`src/rtl/dlsc_demosaic_vng6_grad_select.sv`:
```
// VNG6 green threshold-and-average: collects 8 gradients then 8 greens, averages the passing greens.
// Result appears DATA+4 enabled cycles after the last green; no backpressure, so upstream paces pixels.
module dlsc_demosaic_vng6_grad_select #(
  parameter int DATA = 8,
  parameter int GRAD = DATA + 4
) (
  input  logic            clk,
  input  logic            rst_n,
  input  logic            clk_en,
  input  logic            grad_push,
  input  logic [GRAD-1:0] grad_in,
  input  logic            green_push,
  input  logic [DATA:0]   green_in,
  output logic            out_valid,
  output logic [DATA:0]   out_green,
  output logic [3:0]      out_count,
  output logic            err_overrun
);

  localparam int SUMW = DATA + 4;
  localparam int DIVN = DATA + 4;
  localparam int DCW  = $clog2(DIVN + 1);

  typedef enum logic [1:0] {ST_GRAD, ST_GREEN, ST_DIV} state_t;

  state_t            state, state_nxt;
  logic [2:0]        idx;
  logic [GRAD-1:0]   grads [8];
  logic [GRAD-1:0]   gmin, gmax, thresh;
  logic [SUMW-1:0]   sum;
  logic [3:0]        count;
  logic [3:0]        rem;
  logic [DCW-1:0]    div_cnt;

  logic              grad_acc, green_acc, err_set;
  logic [GRAD-1:0]   nmin, nmax, thresh_nxt;
  logic              green_pass;
  logic [SUMW-1:0]   sum_nxt;
  logic [3:0]        count_nxt;
  logic [4:0]        rem_sh, rem_sub;
  logic              rem_ge;
  logic [SUMW-1:0]   quo_nxt;
  logic              last_iter;

  assign grad_acc  = clk_en && grad_push  && (state == ST_GRAD);
  assign green_acc = clk_en && green_push && (state == ST_GREEN);
  assign err_set   = clk_en && ((grad_push && (state != ST_GRAD)) ||
                                (green_push && (state != ST_GREEN)));

  // First direction seeds min/max so no sentinel values are needed.
  assign nmin       = (idx == 3'd0 || grad_in < gmin) ? grad_in : gmin;
  assign nmax       = (idx == 3'd0 || grad_in > gmax) ? grad_in : gmax;
  assign thresh_nxt = nmin + ((nmax - nmin) >> 1);

  assign green_pass = (grads[idx] <= thresh);
  assign sum_nxt    = green_pass ? sum + {{(SUMW-DATA-1){1'b0}}, green_in} : sum;
  assign count_nxt  = green_pass ? count + 4'd1 : count;

  // Restoring divide step; sum doubles as the dividend/quotient shift register.
  assign rem_sh    = {rem, sum[SUMW-1]};
  assign rem_ge    = (rem_sh >= {1'b0, count});
  assign rem_sub   = rem_sh - {1'b0, count};
  assign quo_nxt   = {sum[SUMW-2:0], rem_ge};
  assign last_iter = (div_cnt == DCW'(DIVN - 1));

  always_comb begin
    state_nxt = state;
    case (state)
      ST_GRAD:  if (grad_acc && idx == 3'd7)  state_nxt = ST_GREEN;
      ST_GREEN: if (green_acc && idx == 3'd7) state_nxt = ST_DIV;
      ST_DIV:   if (clk_en && last_iter)      state_nxt = ST_GRAD;
      default:  state_nxt = ST_GRAD;
    endcase
  end

  always_ff @(posedge clk or negedge rst_n) begin
    if (!rst_n) state <= ST_GRAD;
    else        state <= state_nxt;
  end

  always_ff @(posedge clk or negedge rst_n) begin
    if (!rst_n) begin
      idx         <= '0;
      gmin        <= '0;
      gmax        <= '0;
      thresh      <= '0;
      sum         <= '0;
      count       <= '0;
      rem         <= '0;
      div_cnt     <= '0;
      out_valid   <= 1'b0;
      out_green   <= '0;
      out_count   <= '0;
      err_overrun <= 1'b0;
      for (int i = 0; i < 8; i++) grads[i] <= '0;
    end else if (clk_en) begin
      out_valid <= 1'b0;
      if (err_set) err_overrun <= 1'b1;
      if (grad_acc) begin
        grads[idx] <= grad_in;
        gmin       <= nmin;
        gmax       <= nmax;
        idx        <= idx + 3'd1;
        if (idx == 3'd7) thresh <= thresh_nxt;
      end
      if (green_acc) begin
        sum   <= sum_nxt;
        count <= count_nxt;
        idx   <= idx + 3'd1;
        if (idx == 3'd7) begin
          rem     <= '0;
          div_cnt <= '0;
        end
      end
      if (state == ST_DIV) begin
        rem     <= rem_ge ? rem_sub[3:0] : rem_sh[3:0];
        sum     <= quo_nxt;
        div_cnt <= div_cnt + DCW'(1);
        if (last_iter) begin
          out_green <= quo_nxt[DATA:0];
          out_count <= count;
          out_valid <= 1'b1;
          sum       <= '0;
          count     <= '0;
        end
      end
    end
  end

endmodule
```
`config.mk`:
```
export PLATFORM = sky130hd
export DESIGN_NAME = dlsc_demosaic_vng6_grad_select
export DESIGN_NICKNAME = d
export VERILOG_FILES = /design/src/rtl/dlsc_demosaic_vng6_grad_select.sv
export SDC_FILE = /design/constraint.sdc
export NUM_CORES = 1
export LEC_CHECK = 0
export BUFFER_PORTS_ARGS = -buffer_cell sky130_fd_sc_hd__buf_2
export CAP_MARGIN = 15
export CORE_UTILIZATION = 55
export CTS_CLUSTER_SIZE = 16
export DETAILED_ROUTE_END_ITERATION = 12
export GPL_ROUTABILITY_DRIVEN = 0
export PLACE_DENSITY = 0.77
export SLEW_MARGIN = 30
export SYNTH_ARGS = -nofsm -noshare
export SYNTH_HDL_FRONTEND = slang
export SYNTH_SLANG_ARGS = --single-unit
```
`constraint.sdc`:
```
create_clock -name clk -period 8.52 [get_ports clk]
set_input_delay 0 -clock clk [delete_from_list [all_inputs] [get_ports clk]]
set_output_delay 0 -clock clk [all_outputs]
set_load 0.005 [all_outputs]
```
==> flow_summary.toml <==
[setup_path]
r2r_end = "thresh[11]"
critical_path_class = "flop to flop"
cp_data_arrival_time_ns = 6.62
cp_cell_sequence = "buf_4, inv_1, ha_1, nor2b_1, or4_4, o22ai_4, mux2i_1, inv_1, fa_1, xnor2_1, xnor2_1, ha_1, a21o_1, a21oi_1, o21bai_1, a21oi_1, o21bai_1, a21oi_1, o21ai_0, o41ai_1, xnor2_1, o21ai_0"
crit_path_end_kind = "flop"
reg2reg_from = "idx[0]"
crit_path_top_delay_cell = "o22ai_4"
cpPeakStageDelay_ns = 0.58
crit_required_ns = 8.81
ff2ff_setup_slack_ns = 2.19
rr_worst_depth = 22
cp_max_fo = 30
startpoint_type = "flop"

[yosys]
synth_cells = 1001
synth_seq_area_share_pct = 42.8
synth_area_leader_cell = "dfrtp_1"
synth_cell_types = 66
yosysMostFrequentCell = "dfrtp_1"
synth_edf_count = 0
ys_ff_latch = 176
syn-cell-area_mm2 = 0.0103
synth.area.top_cells = "dfrtp_1 43%, mux2_2 12%, ha_1 8.9%, nand2_1 3.8%, o21ai_0 3.7%"
synth_nets = 1104
synthArstFlopShare_pct = 100
synth_common_cells = "176 x dfrtp_1, 112 x mux2_2, 103 x nand2_1"
synth.avg_cell_area_um2 = 10.3
synth_flop_cell = "dfrtp_1"
synth.top_cell.area_share_pct = 42.8
yosys_warnings = 0

[floorplanning]
pin_count = 41
dieArea_mm2 = 0.0192
die_h_um = 139
core_mm2 = 0.0181
rows = 49
initial_core_util_pct = 56.7
die_w_um = 139

[sta]
worst_pin_slew_ns = 0.994
fin_tns_setup_ns = 0
max_freq_mhz = 158
fin_hold_ws_ns = 0.00968
finalClockSkew_ns = 0.0134
finalCritPeriodShare_pct = 74.3
fin_crit_ns = 6.33
setup_violations = 0
report.final.slew_viol_count = 0
rsz0062_at_grt = "no"
finalHoldViolations = 0
slew_headroom_pct = 33.5

[grt]
grt_pass1_wl_mm = 37.9
antenna_found_initial = 0
grt_use_total_pct = 25.2
grt_overflow = 0
grt_pass1_vias = 7514
grt_max_degree = 102

[pwr]
seqPwrFrac_pct = 26.5
p_switching_mw = 2.23
internal-power_mw = 2.99
p_clk_share_pct = 15.4
comb_power_share_pct = 58.0
powerDensity_mw_per_mm2 = 458
switching_share_pct = 42.8
peakVddDrop_uv = 213
leakage_nw = 5.37

[finish]
fin_nets = 1135
final_cells = 1274
regArea_mm2 = 0.00440
multi_input_area_mm2 = 0.00543
design_area_mm2 = 0.0114
antenna_cells = 0
area_delta_synth_final_pct = 10.7
finalCoreUtilization_pct = 62.7
fillers = 1469
layout-drive-gt1-share_pct = 21.1

[clock_tree]
ctsResizeCount = 0
clock_sinks = 176
clockRootBuffer = "clkbuf_16"
clk_pin_slew_worst_paths_ns = 0.08
insertion_delay_ns = 0.44
cts_setup_buffers = 0
numCtsBuffers = 17
tritoncts = "done"
h-tree-depth = 4
cts_buffer_depth = 2

[worst_hold_path]
hold_path_depth = 2
min_delay_worst_endpoint = "grads[30]"
hp-class = "input port to flop"
hold_path.startpoint = "grad_in[6]"

[place]
placed_cells = 1234
dp_hpwl_mm = 15.6
postPlaceCellArea_mm2 = 0.0107
portBuffers = 40

[detailed_routing]
drc = 4
routedWlPerCell_um = 18.0
ant_nets = 0
drtPass1Iterations = 9
wl_mm = 22.9
avgViaCountPerCell = 5.99
drtIter0Drc = 433
vias = 7631

[outcome]
violations = "DRC"
outcome = "finished with violations"

[job]
maxCapViolCount = 0
-- layout make-up --
| type | instances | area share (%) |
|---|---|---|
| clock buffers | 17 | 3.74 |
| clock inverters | 15 | 1.58 |
| inverters | 78 | 2.57 |
| multi-input cells | 701 | 47.7 |
| flip-flops and latches | 176 | 38.7 |
| well taps | 229 | 2.52 |
| repair buffers | 58 | 3.24 |
-- layer usage --
metal / routed length (um) / GRT usage (%)
met5: 0 / 0
met3: 1110 / 4.90
met2: 10900 / 41.1
met1: 10400 / 33.4
met4: 551 / 9.88
-- logic make-up after synthesis --
kind of cell               count (synthesis)  synth area share, %
and+or+nand+nor                          225                 9.67
muxes                                    142                 16.5
AOI/OAI and AO/OA                        229                 14.4
DFF                                      176                 42.8
buffers and inverters                    124                 4.57
xor gates and xnor gates                  28                 2.38
adders and majority gates                 77                 9.66
-- power groups by stage --
| stage | registers, mW | clock network [mW] | logic, mW |
|---|---|---|---|
| 3_5_place_dp | 1.39 | 0 | 2.98 |
| 2_1_floorplan | 1.33 | 0 | 2.41 |
| 4_1_cts | 1.38 | 0.817 | 3.02 |
| 5_1_grt | 1.43 | 0.850 | 3.40 |
| 3_3_place_gp | 1.38 | 0 | 2.89 |
| 6_report | 1.39 | 0.805 | 3.03 |
-- sequential cells by signal, indices dropped and copies added (netlist names) --
name / cells
grads: 96
div_cnt: 4
out_count: 4
err_overrun: 1
gmin: 12
gmax: 12
thresh: 12
count: 4
sum: 12
rem: 4
idx: 3
out_green: 9
out_valid: 1
state: 2
-- through the flow --
stage               total power, mW  worst slack [ns]
floorplan                      3.75              3.23
global placement               4.27              2.46
detailed placement             4.37              2.33
CTS                            5.22              2.24
global route                   5.68              1.77
finish                         5.22              2.19
-- critical path, delay by kind of cell (launching register included) --
family,cells,cell delay (ns)
AO/OA/AOI/OAI,10,2.18
XOR/XNOR,3,0.58
adder cells (fa/ha/maj),3,1.11
buffers and inverters,3,0.87
flip-flops,1,0.33
multiplexers,1,0.36
AND/OR/NAND/NOR,2,0.74
-- placed cells by master (no fill, tap or decap), types with 5 or more instances in the layout --
| cell | count |
|---|---|
| clkbuf_16 | 17 |
| o22ai_1 | 6 |
| nand2b_1 | 6 |
| nor3_1 | 8 |
| xnor2_1 | 19 |
| inv_8 | 7 |
| ha_1 | 73 |
| nor2_1 | 58 |
| a21o_1 | 17 |
| inv_1 | 75 |
| a21oi_1 | 50 |
| a221oi_1 | 8 |
| mux4_2 | 10 |
| buf_4 | 9 |
| nand2_1 | 103 |
| nand4_1 | 12 |
| o21ai_0 | 77 |
| o21bai_1 | 7 |
| nor2b_1 | 7 |
| dlygate4sd3_1 | 7 |
| o221ai_1 | 5 |
| buf_2 | 39 |
| o21a_1 | 5 |
| nand3_1 | 11 |
| dfrtp_1 | 176 |
| o211ai_1 | 5 |
| mux2i_1 | 19 |
| xor2_1 | 9 |
| a22oi_1 | 6 |
| mux2_2 | 112 |
| a31oi_1 | 12 |
-- how the worst max path moves through the flow --
stage | startpoint | end | slack, ns
after floorplan | idx[0] | thresh[11] | 3.23
after global placement | idx[0] | thresh[11] | 2.46
after detailed placement | idx[0] | thresh[11] | 2.33
after CTS | idx[0] | thresh[11] | 2.24
after global routing | idx[0] | thresh[11] | 1.77
final | idx[0] | thresh[11] | 2.19
-- timing repair --
item                                    4_1_cts  5_1_grt
endpoints found under the setup margin        0        0
hold endpoints to repair                    114        0
hold buffers                                  7        0
Power figures use the tool's default switching activity.
